--- src/rtl/pu_msp430_irq_pkg.sv ---
// pu_msp430_irq_pkg
// Shared definitions for the MSP430 interrupt scheduler:
//   - irq_state_e  : scheduler FSM states (IDLE, ARB, REQ, ACK)
//   - IRQ_NR_DEF   : default number of maskable request lines
//   - VEC_BASE_DEF : default vector address of line 0
//   - NMI_IDX_DEF  : NMI index for the default line count (NMI sits one
//                    above the highest maskable line)
//   - irq_vec_of() : vector address for a given winner index
package pu_msp430_irq_pkg;

  typedef enum logic [1:0] {
    IDLE = 2'd0,
    ARB  = 2'd1,
    REQ  = 2'd2,
    ACK  = 2'd3
  } irq_state_e;

  localparam int          IRQ_NR_DEF   = 14;
  localparam logic [15:0] VEC_BASE_DEF = 16'hFFE0;
  localparam logic [3:0]  NMI_IDX_DEF  = 4'd14;

  // Vectors are word addresses, two bytes apart; the sum wraps at 16 bits.
  function automatic logic [15:0] irq_vec_of(input logic [15:0] base,
                                             input logic [3:0]  num);
    return base + {11'd0, num, 1'b0};
  endfunction

endpackage

--- src/rtl/pu_msp430_irq_prio_enc.sv ---
// pu_msp430_irq_prio_enc
// Combinational fixed-priority encoder.
// Ports:
//   nmi   in            : NMI candidate, beats every maskable line
//   pend  in  [IRQ_NR]  : maskable candidates, higher index wins
//   valid out           : at least one candidate present
//   idx   out [4]       : winner index, IRQ_NR for NMI, 0 when none
module pu_msp430_irq_prio_enc
  import pu_msp430_irq_pkg::*;
#(
  parameter int IRQ_NR = IRQ_NR_DEF
) (
  input  logic              nmi,
  input  logic [IRQ_NR-1:0] pend,
  output logic              valid,
  output logic [3:0]        idx
);

  always_comb begin
    valid = nmi | (|pend);
    idx   = 4'd0;
    // Ascending scan: the last (highest) set line overwrites lower ones.
    for (int i = 0; i < IRQ_NR; i++) begin
      if (pend[i]) idx = 4'(i);
    end
    if (nmi) idx = 4'(IRQ_NR);
  end

endmodule

--- src/rtl/pu_msp430_irq_sched.sv ---
// pu_msp430_irq_sched
// Interrupt scheduler between the peripherals/SFR and the CPU frontend.
// Collects NMI and up to IRQ_NR maskable requests, picks one by fixed
// priority (NMI, then highest index), presents its vector to the frontend
// and pulses the acknowledge back to the served source.
//
// Ports:
//   mclk        in            : main clock
//   puc_rst     in            : synchronous active-high reset
//   irq         in  [IRQ_NR]  : maskable requests (already IE-gated), level
//   nmi_pnd     in            : NMI pending, level, not masked by gie
//   gie         in            : global interrupt enable
//   cpu_irq_ack in            : frontend accept pulse
//   cpu_irq_req out           : request to frontend
//   irq_vec     out [16]      : vector of latched winner (0 when idle)
//   irq_num     out [4]       : index of latched winner (IRQ_NR = NMI)
//   irq_acc     out [IRQ_NR]  : one-hot acknowledge to served line
//   nmi_acc     out           : acknowledge to SFR NMI logic
//   irq_busy    out           : scheduler not in IDLE
//
// Configuration macro: IRQ_PENDING_LATCH_EN
//   defined   : per-line pending flops capture pulse requests until served
//   undefined : requests are level-sensitive and must be held until acked
//
// Handshake: cpu_irq_req rises on entry to REQ and stays high with irq_vec /
// irq_num frozen until either cpu_irq_ack is sampled high (-> ACK, ack wins
// over a simultaneous withdrawal) or the winner stops being a candidate
// (-> IDLE, request retracted). cpu_irq_ack is ignored outside REQ. All
// outputs come straight from flops.
module pu_msp430_irq_sched
  import pu_msp430_irq_pkg::*;
#(
  parameter int          IRQ_NR   = IRQ_NR_DEF,
  parameter logic [15:0] VEC_BASE = VEC_BASE_DEF
) (
  input  logic              mclk,
  input  logic              puc_rst,
  input  logic [IRQ_NR-1:0] irq,
  input  logic              nmi_pnd,
  input  logic              gie,
  input  logic              cpu_irq_ack,
  output logic              cpu_irq_req,
  output logic [15:0]       irq_vec,
  output logic [3:0]        irq_num,
  output logic [IRQ_NR-1:0] irq_acc,
  output logic              nmi_acc,
  output logic              irq_busy
);

  localparam logic [3:0] NMI_IDX = 4'(IRQ_NR);

  irq_state_e        state_q;
  irq_state_e        state_nxt;

  logic [IRQ_NR-1:0] pend;
  logic [IRQ_NR-1:0] cand_mask;
  logic              enc_valid;
  logic [3:0]        enc_idx;
  logic              winner_live;

  logic              req_nxt;
  logic [15:0]       vec_nxt;
  logic [3:0]        num_nxt;
  logic [IRQ_NR-1:0] acc_nxt;
  logic              nmi_acc_nxt;
  logic              busy_nxt;

  // ---------------------------------------------------------------------
  // Pending logic
  // ---------------------------------------------------------------------
`ifdef IRQ_PENDING_LATCH_EN
  logic [IRQ_NR-1:0] pend_q;

  // irq_acc is high exactly during the ACK cycle of the served line, so it
  // doubles as the clear; a request seen in that same cycle re-arms.
  always_ff @(posedge mclk) begin
    if (puc_rst) pend_q <= '0;
    else         pend_q <= irq | (pend_q & ~irq_acc);
  end

  // OR in the live line so latching adds no request latency.
  assign pend = pend_q | irq;
`else
  assign pend = irq;
`endif

  assign cand_mask = pend & {IRQ_NR{gie}};

  pu_msp430_irq_prio_enc #(
    .IRQ_NR (IRQ_NR)
  ) u_prio_enc (
    .nmi   (nmi_pnd),
    .pend  (cand_mask),
    .valid (enc_valid),
    .idx   (enc_idx)
  );

  // Is the frozen winner still a candidate? Loop select avoids indexing
  // pend with an out-of-range value when IRQ_NR < 16.
  always_comb begin
    winner_live = 1'b0;
    if (irq_num == NMI_IDX) begin
      winner_live = nmi_pnd;
    end else begin
      for (int i = 0; i < IRQ_NR; i++) begin
        if (irq_num == 4'(i)) winner_live = cand_mask[i];
      end
    end
  end

  // ---------------------------------------------------------------------
  // FSM: state register
  // ---------------------------------------------------------------------
  always_ff @(posedge mclk) begin
    if (puc_rst) state_q <= IDLE;
    else         state_q <= state_nxt;
  end

  // ---------------------------------------------------------------------
  // FSM: next state
  // ---------------------------------------------------------------------
  always_comb begin
    state_nxt = state_q;
    case (state_q)
      IDLE: if (enc_valid) state_nxt = ARB;
      ARB:  state_nxt = enc_valid ? REQ : IDLE;
      REQ: begin
        if (cpu_irq_ack)       state_nxt = ACK;
        else if (!winner_live) state_nxt = IDLE;
      end
      ACK:  state_nxt = IDLE;
      default: state_nxt = IDLE;
    endcase
  end

  // ---------------------------------------------------------------------
  // FSM: outputs (next values, registered below)
  // ---------------------------------------------------------------------
  always_comb begin
    req_nxt     = (state_nxt == REQ);
    busy_nxt    = (state_nxt != IDLE);
    vec_nxt     = irq_vec;
    num_nxt     = irq_num;
    acc_nxt     = '0;
    nmi_acc_nxt = 1'b0;

    if (state_nxt == IDLE) begin
      vec_nxt = 16'h0000;
      num_nxt = 4'd0;
    end else if (state_q == ARB) begin
      // Winner captured on the ARB -> REQ edge, then frozen through ACK.
      vec_nxt = irq_vec_of(VEC_BASE, enc_idx);
      num_nxt = enc_idx;
    end

    if (state_nxt == ACK) begin
      if (irq_num == NMI_IDX) begin
        nmi_acc_nxt = 1'b1;
      end else begin
        for (int i = 0; i < IRQ_NR; i++) begin
          if (irq_num == 4'(i)) acc_nxt[i] = 1'b1;
        end
      end
    end
  end

  // ---------------------------------------------------------------------
  // Output registers
  // ---------------------------------------------------------------------
  always_ff @(posedge mclk) begin
    if (puc_rst) begin
      cpu_irq_req <= 1'b0;
      irq_vec     <= 16'h0000;
      irq_num     <= 4'd0;
      irq_acc     <= '0;
      nmi_acc     <= 1'b0;
      irq_busy    <= 1'b0;
    end else begin
      cpu_irq_req <= req_nxt;
      irq_vec     <= vec_nxt;
      irq_num     <= num_nxt;
      irq_acc     <= acc_nxt;
      nmi_acc     <= nmi_acc_nxt;
      irq_busy    <= busy_nxt;
    end
  end

endmodule

--- config.mk ---
export PLATFORM = sky130hd
export DESIGN_NAME = pu_msp430_irq_sched
export DESIGN_NICKNAME = d
export VERILOG_FILES = /design/src/rtl/pu_msp430_irq_pkg.sv /design/src/rtl/pu_msp430_irq_prio_enc.sv /design/src/rtl/pu_msp430_irq_sched.sv
export SDC_FILE = /design/constraint.sdc
export NUM_CORES = 1
export LEC_CHECK = 0
export ABC_AREA = 1
export CAP_MARGIN = 0
export CORE_MARGIN = 2
export CORE_UTILIZATION = 42
export CTS_CLUSTER_DIAMETER = 30
export DETAILED_ROUTE_END_ITERATION = 6
export GPL_ROUTABILITY_DRIVEN = 1
export GPL_TIMING_DRIVEN = 0
export PLACE_DENSITY = 0.79
export SYNTH_ARGS = -nofsm -noshare
export SYNTH_HDL_FRONTEND = slang
export SYNTH_SLANG_ARGS = --single-unit
--- constraint.sdc ---
create_clock -name mclk -period 2 [get_ports mclk]
set_input_delay 0.5 -clock mclk [delete_from_list [all_inputs] [get_ports mclk]]
set_output_delay 0.5 -clock mclk [all_outputs]
set_load 0.05 [all_outputs]
-- Yosys cells after proc, flatten, opt, wreduce, memory -nomap -nowiden
Cells that the tools add are included.
- bits in registers: 39
- input bits: 19
- word-level logic and storage cells: 87
- add/subtract/negate cells: 1
- equal/unequal tests: 19
- multiplexer cells: 49
- bitwise logic cells: 3
- reductions and logical operators: 8
- operator list (kind ; number):
    1-bit two-way mux ; 31
    4-bit equality test (second input constant) ; 7
    4-bit two-way mux ; 7
    4-bit by 3-bit equality test with 1-bit output (second input constant) ; 4
    14-bit AND ; 1
    14-bit OR reduction ; 1
    2-bit two-way mux ; 6
    3-bit two-way mux ; 4
    2-bit equality test (second input constant) ; 4
    4-bit by 2-bit equality test with 1-bit output (second input constant) ; 2
    2-bit one-hot mux with 4 select lines ; 1
    6-bit by 6-bit adder with 7-bit output (first input constant) ; 1
    4-bit by 1-bit equality test with 1-bit output (second input constant) ; 1
    2-bit logical NOT ; 2
    4-bit logical NOT ; 1
    2-bit OR reduction ; 2
    3-bit OR reduction ; 1
    2-bit by 1-bit equality test with 1-bit output (second input constant) ; 1
    2-bit nonzero test ; 1
    1-bit inverter ; 1
    1-bit OR ; 1

-- Logic depth before layout (Yosys ltp)
- word-level depth: 22
- mapped depth: 17
- mapped depth without buffers: 16

-- Cells and area by module
A second synthesis with hierarchy kept.
- cells, all modules: 219
- area, all modules: 1392.6 um^2
- by module, submodules not included (module ; times used ; cells each ; area each (um^2) ; seq. area each (um^2)):
    pu_msp430_irq_sched ; 1 ; 175 ; 1212.4 ; 480.5
    pu_msp430_irq_prio_enc ; 1 ; 44 ; 180.2 ; 0.0

-- Worst setup path before layout
No wires, ideal clock.
- path type: register -> register
- start: register irq_num[2]
- end: register irq_num[1]
- setup time: 0.119 ns
- arrival time: 1.877 ns
- required time: 1.881 ns
- slack: 0.004 ns
- cell stages (with the launch flop): 17
- path through: dfxtp_1 > buf_4 > nor2_1 > nand3_1 > nand2_1 > nor2_2 > nand3_2 > nand2_1 > nand4_1 > nor2_1 > nand3_1 > nand2_1 > nand3_2 > nand2_2 > nand3_2 > nand2_4 > nor2_2
- longest elaborated chain between the ends: 21
- elaborated cells on any way between the ends: 35
- classes of those cells: eq/ne (14); mux (18); reduce/logical (3)
- RTL lines (element ; line ; RTL):
    from (decl) ; pu_msp430_irq_sched.sv:44 ; output logic [3:0] irq_num,
    from (signal assigned) ; pu_msp430_irq_sched.sv:181 ; irq_num <= num_nxt;
    4-bit logical NOT ; pu_msp430_irq_sched.sv:106 ; if (irq_num == 4'(i)) winner_live = cand_mask[i];
    1-bit two-way mux (14 in series) ; pu_msp430_irq_sched.sv:106 ;
    1-bit two-way mux (*) ; pu_msp430_irq_sched.sv:102 ; if (irq_num == NMI_IDX) begin
    2-bit two-way mux (*) ; pu_msp430_irq_sched.sv:129 ; else if (!winner_live) state_nxt = IDLE;
    2-bit two-way mux (*) ; pu_msp430_irq_sched.sv:128 ; if (cpu_irq_ack) state_nxt = ACK;
    2-bit one-hot mux with 4 select lines (*) ; pu_msp430_irq_sched.sv:124 ; case (state_q)
    2-bit logical NOT (*) ; pu_msp430_irq_sched.sv:147 ; if (state_nxt == IDLE) begin
    2-bit OR reduction (no line) (*) ; n/a ;
Every way passes the cells marked *; elsewhere a longest branch is shown, timed or not.
A chain may end at the register's enable or synchronous reset.

-- Final worst setup path
- start: register irq_busy
- end: output irq_busy
- RTL lines (element ; line ; RTL):
    from (decl) ; pu_msp430_irq_sched.sv:47 ; output logic irq_busy
    from (signal assigned) ; pu_msp430_irq_sched.sv:184 ; irq_busy <= busy_nxt;
No word-level cell between the ends.

==> qor.yml <==
run_status:
  outcome: "completed"
timing:
  final.hold.worst_slack_ps: 590.4
  setup-tns-final_ps: 0
  timing.final.ws_setup_ps: 58.51
  timing.final.crit_period_ps: 1941
  transition_time_at_the_pin_with_the_least_slew_margin_ps: 503.1
  finalMaxSlewViolations: 0
  clock-skew-final_ps: 8.048
  setup_violations: 0
  finalHoldViolCount: 0
  fmaxAchievable_mhz: 515.1
  max-slew-margin-rel: 0.6636
  post-route-period-util: 0.9707
route:
  number_of_iterations_in_the_first_detailed_routing_pass: 4
  wl_mm: 3.137
  postRouteAntennaNets: 0
  post_drt_via_cell_ratio: 4.670
  vias: 1345
  first_iter_violations: 36
  drc_errors: 0
  drt-wirelength-per-cell_um: 10.89
logic_synthesis:
  postSynthAreaPerCell_um2: 6.778
  postSynthNetCount: 213
  synth_async_sr_flop_share: 0
  count_of_state_elements_after_synthesis: 24
  cell_area_after_technology_mapping_um2: 1315
  ys_top_cells_by_area: "sky130_fd_sc_hd__dfxtp_1 37%, sky130_fd_sc_hd__nand2_1 12%, sky130_fd_sc_hd__buf_4 9.7%"
  synth_top_family_by_area: "simple AND/OR/NAND/NOR gates"
  post_synth_and_or_nand_nor_area_fraction: 0.3892
  yosys.cell_types.count: 23
  synthXorXnorAreaFrac: 0
  synthMuxAreaShare: 0
  synth_top_area_frac: 0.3654
  netlist_instances: 194
  synth.largest_area_cell: "sky130_fd_sc_hd__dfxtp_1"
  synth_enable_flop_cells: 0
  synthFlopType: "sky130_fd_sc_hd__dfxtp_1"
  synth_compound_area_frac: 0.05328
  yosysWarnings: 0
  yosysSeqAreaShare: 0.3654
  adder_cell_share_of_the_synthesized_area: 0
clock_network:
  clk_path_buf_depth: 2
  clk-insertion-delay-late_ps: 320
  holdBufCountCts: 0
  clock_tree.htree_level_count: 1
  cts.sinks: 24
  clkSlewWorstSetupHoldPaths_ps: 120
  cts-buffers-inserted: 3
  cts_tree: "yes"
  clock-root-buffer: "sky130_fd_sc_hd__clkbuf_4"
worst_setup_path:
  crit_path_max_fanout: 1
  cpMaxStageDelayCell: "sky130_fd_sc_hd__clkdlybuf4s50_1"
  worst_path_class_setup: "flop to primary output"
  timing.critical_path.from_type: "flop"
  critical-path-max-stage-delay_ps: 800
  crit_arrival_ps: 1440
  crit_family: "buffers and inverters"
  crit_path_cell_trace: "clkdlybuf4s50_1"
  critical_path_required_ps: 1500
  critical_path.n_buffers_inverters: 1
  endpoint_kind: "primary output"
grt:
  grt_residual_overflow: 0
  grt_max_degree: 15
  groute.usage.overall: 0.1769
  first_global_vias: 1089
  grt_pass1_wl_mm: 4.747
  antenna_found_initial: 0
job:
  maxCapViolations: 0
finish:
  final_nets: 275
  layout.core_utilization: 0.6804
  post_route_cells_drive_above_1_share: 0.3255
  multi_input_comb_area_um2: 639.4
  nFillCells: 253
  register_area_um2: 486.7
  area_growth_pct: 55.38
  post_layout_nonfiller_instances: 288
  layout.cell_area.non_filler_um2: 2043
  insertedDiodeCount: 0
placed_design:
  place.detailed.instances: 280
  postPlaceCellArea_um2: 1887
  portBuffers: 53
  detailed_place_hpwl_mm: 2.332
  place.gp.congestion: 0.8886
  pre_cts_ws_ps: -274.0
power_and_ir_drop:
  total_leakage_power_nw: 0.9569
  power.ir.vdd_worst_uv: 471.8
  power.total_mw: 1.497
  cellPowerDensity_nw_per_um2: 732.5
hold_path:
  min-delay-path-class: "flop to flop"
die:
  pin_count: 56
  fp.dieH_um: 59.96
  fp-row-count: 20
  initial_utilization: 0.4379
  die_width_um: 59.96
  floorplan.die_area_um2: 3595
  core_area_um2: 3003
-- routing by layer --
| metal | part of all wire | wire length (um) | track usage |
|---|---|---|---|
| met1 | 0.44 | 1377 | 0.2202 |
| met2 | 0.47 | 1484 | 0.2919 |
| met3 | 0.066 | 206 | 0.03896 |
| met4 | 0.022 | 69 | 0.07619 |
| met5 | 0 | 0 | 0 |
-- sequential cells by signal, indices dropped and copies added (netlist names) --
| name | count |
|---|---|
| cpu_irq_req | 1 |
| nmi_acc | 1 |
| irq_num | 3 |
| state_q | 2 |
| irq_acc | 14 |
| irq_vec | 2 |
| irq_busy | 1 |
-- what timing repair did --
action,CTS,global route
resized for setup,42,31
buffers inserted,0,4
setup endpoints to repair,19,14
pin swaps,0,15
-- Yosys cell counts (5+ instances only) --
master and count:
sky130_fd_sc_hd__nor2_2 10, sky130_fd_sc_hd__nor3_1 7, sky130_fd_sc_hd__inv_1 23, sky130_fd_sc_hd__dfxtp_1 24, sky130_fd_sc_hd__o21ai_0 6, sky130_fd_sc_hd__nand3_1 11, sky130_fd_sc_hd__buf_4 17, sky130_fd_sc_hd__nor2_1 24
sky130_fd_sc_hd__inv_2 5, sky130_fd_sc_hd__nand2_1 42
-- path summary, 6_finish.rpt --
kind,depth (start not counted),to,slack (ps),startpoint
hold / removal,2,irq_acc[0]$_SDFF_PP0_,590,irq_vec[4]$_SDFFE_PP0N_
setup reg to reg,16,irq_num[2]$_SDFFE_PP0N_,140,irq_num[1]$_SDFFE_PP0N_
hold reg to reg,2,irq_acc[0]$_SDFF_PP0_,590,irq_vec[4]$_SDFFE_PP0N_
setup / recovery,1,irq_busy,60,irq_busy$_SDFF_PP0_
-- kinds of logic (layout without fill, tap and decap cells) --
| family | count (synthesis) | after routing |
|---|---|---|
| other | 1 | 1 |
| DFF | 24 | 24 |
| AOI/OAI and AO/OA | 13 | 13 |
| and+or+nand+nor | 109 | 109 |
| buffers and inverters | 47 | 108 |
-- worst min-delay path, cell delays in order (launching register included) --
cell                      delay, ps
sky130_fd_sc_hd__dfxtp_2        360
sky130_fd_sc_hd__buf_6          130
sky130_fd_sc_hd__nor4_1          60
-- final cells by class --
type	instances	area share
timing repair buffer	57	0.2774
buffer	19	0.07410
clock buffer	3	0.01102
tap	33	0.02021
inverter	28	0.05144
multi-input combinational	123	0.3129
clock inverter	1	0.01470
sequential	24	0.2382
-- where the power goes --
group / leakage [nW] / internal (mW) / switching (mW)
Clock: 0.0279 / 0.203 / 0.138
Sequential: 0.197 / 0.504 / 0.0274
Combinational: 0.732 / 0.225 / 0.400
Total: 0.957 / 0.932 / 0.565
-- placed cells by master, fill, tap and decap left out, drive strengths merged --
master         count
bufinv             1
nor2              34
a22oi              1
dfxtp             24
o21bai             1
nor3               7
dlygate4sd2        6
nor4               4
nand3             14
clkbuf             4
or3                1
dlymetal6s2s       3
o21ai              7
a21oi              4
clkdlybuf4s50     31
inv               28
conb               1
clkdlybuf4s15     11
nand2             45
buf               24
nand4              4
Note: power is estimated with default switching activity, not from simulation.
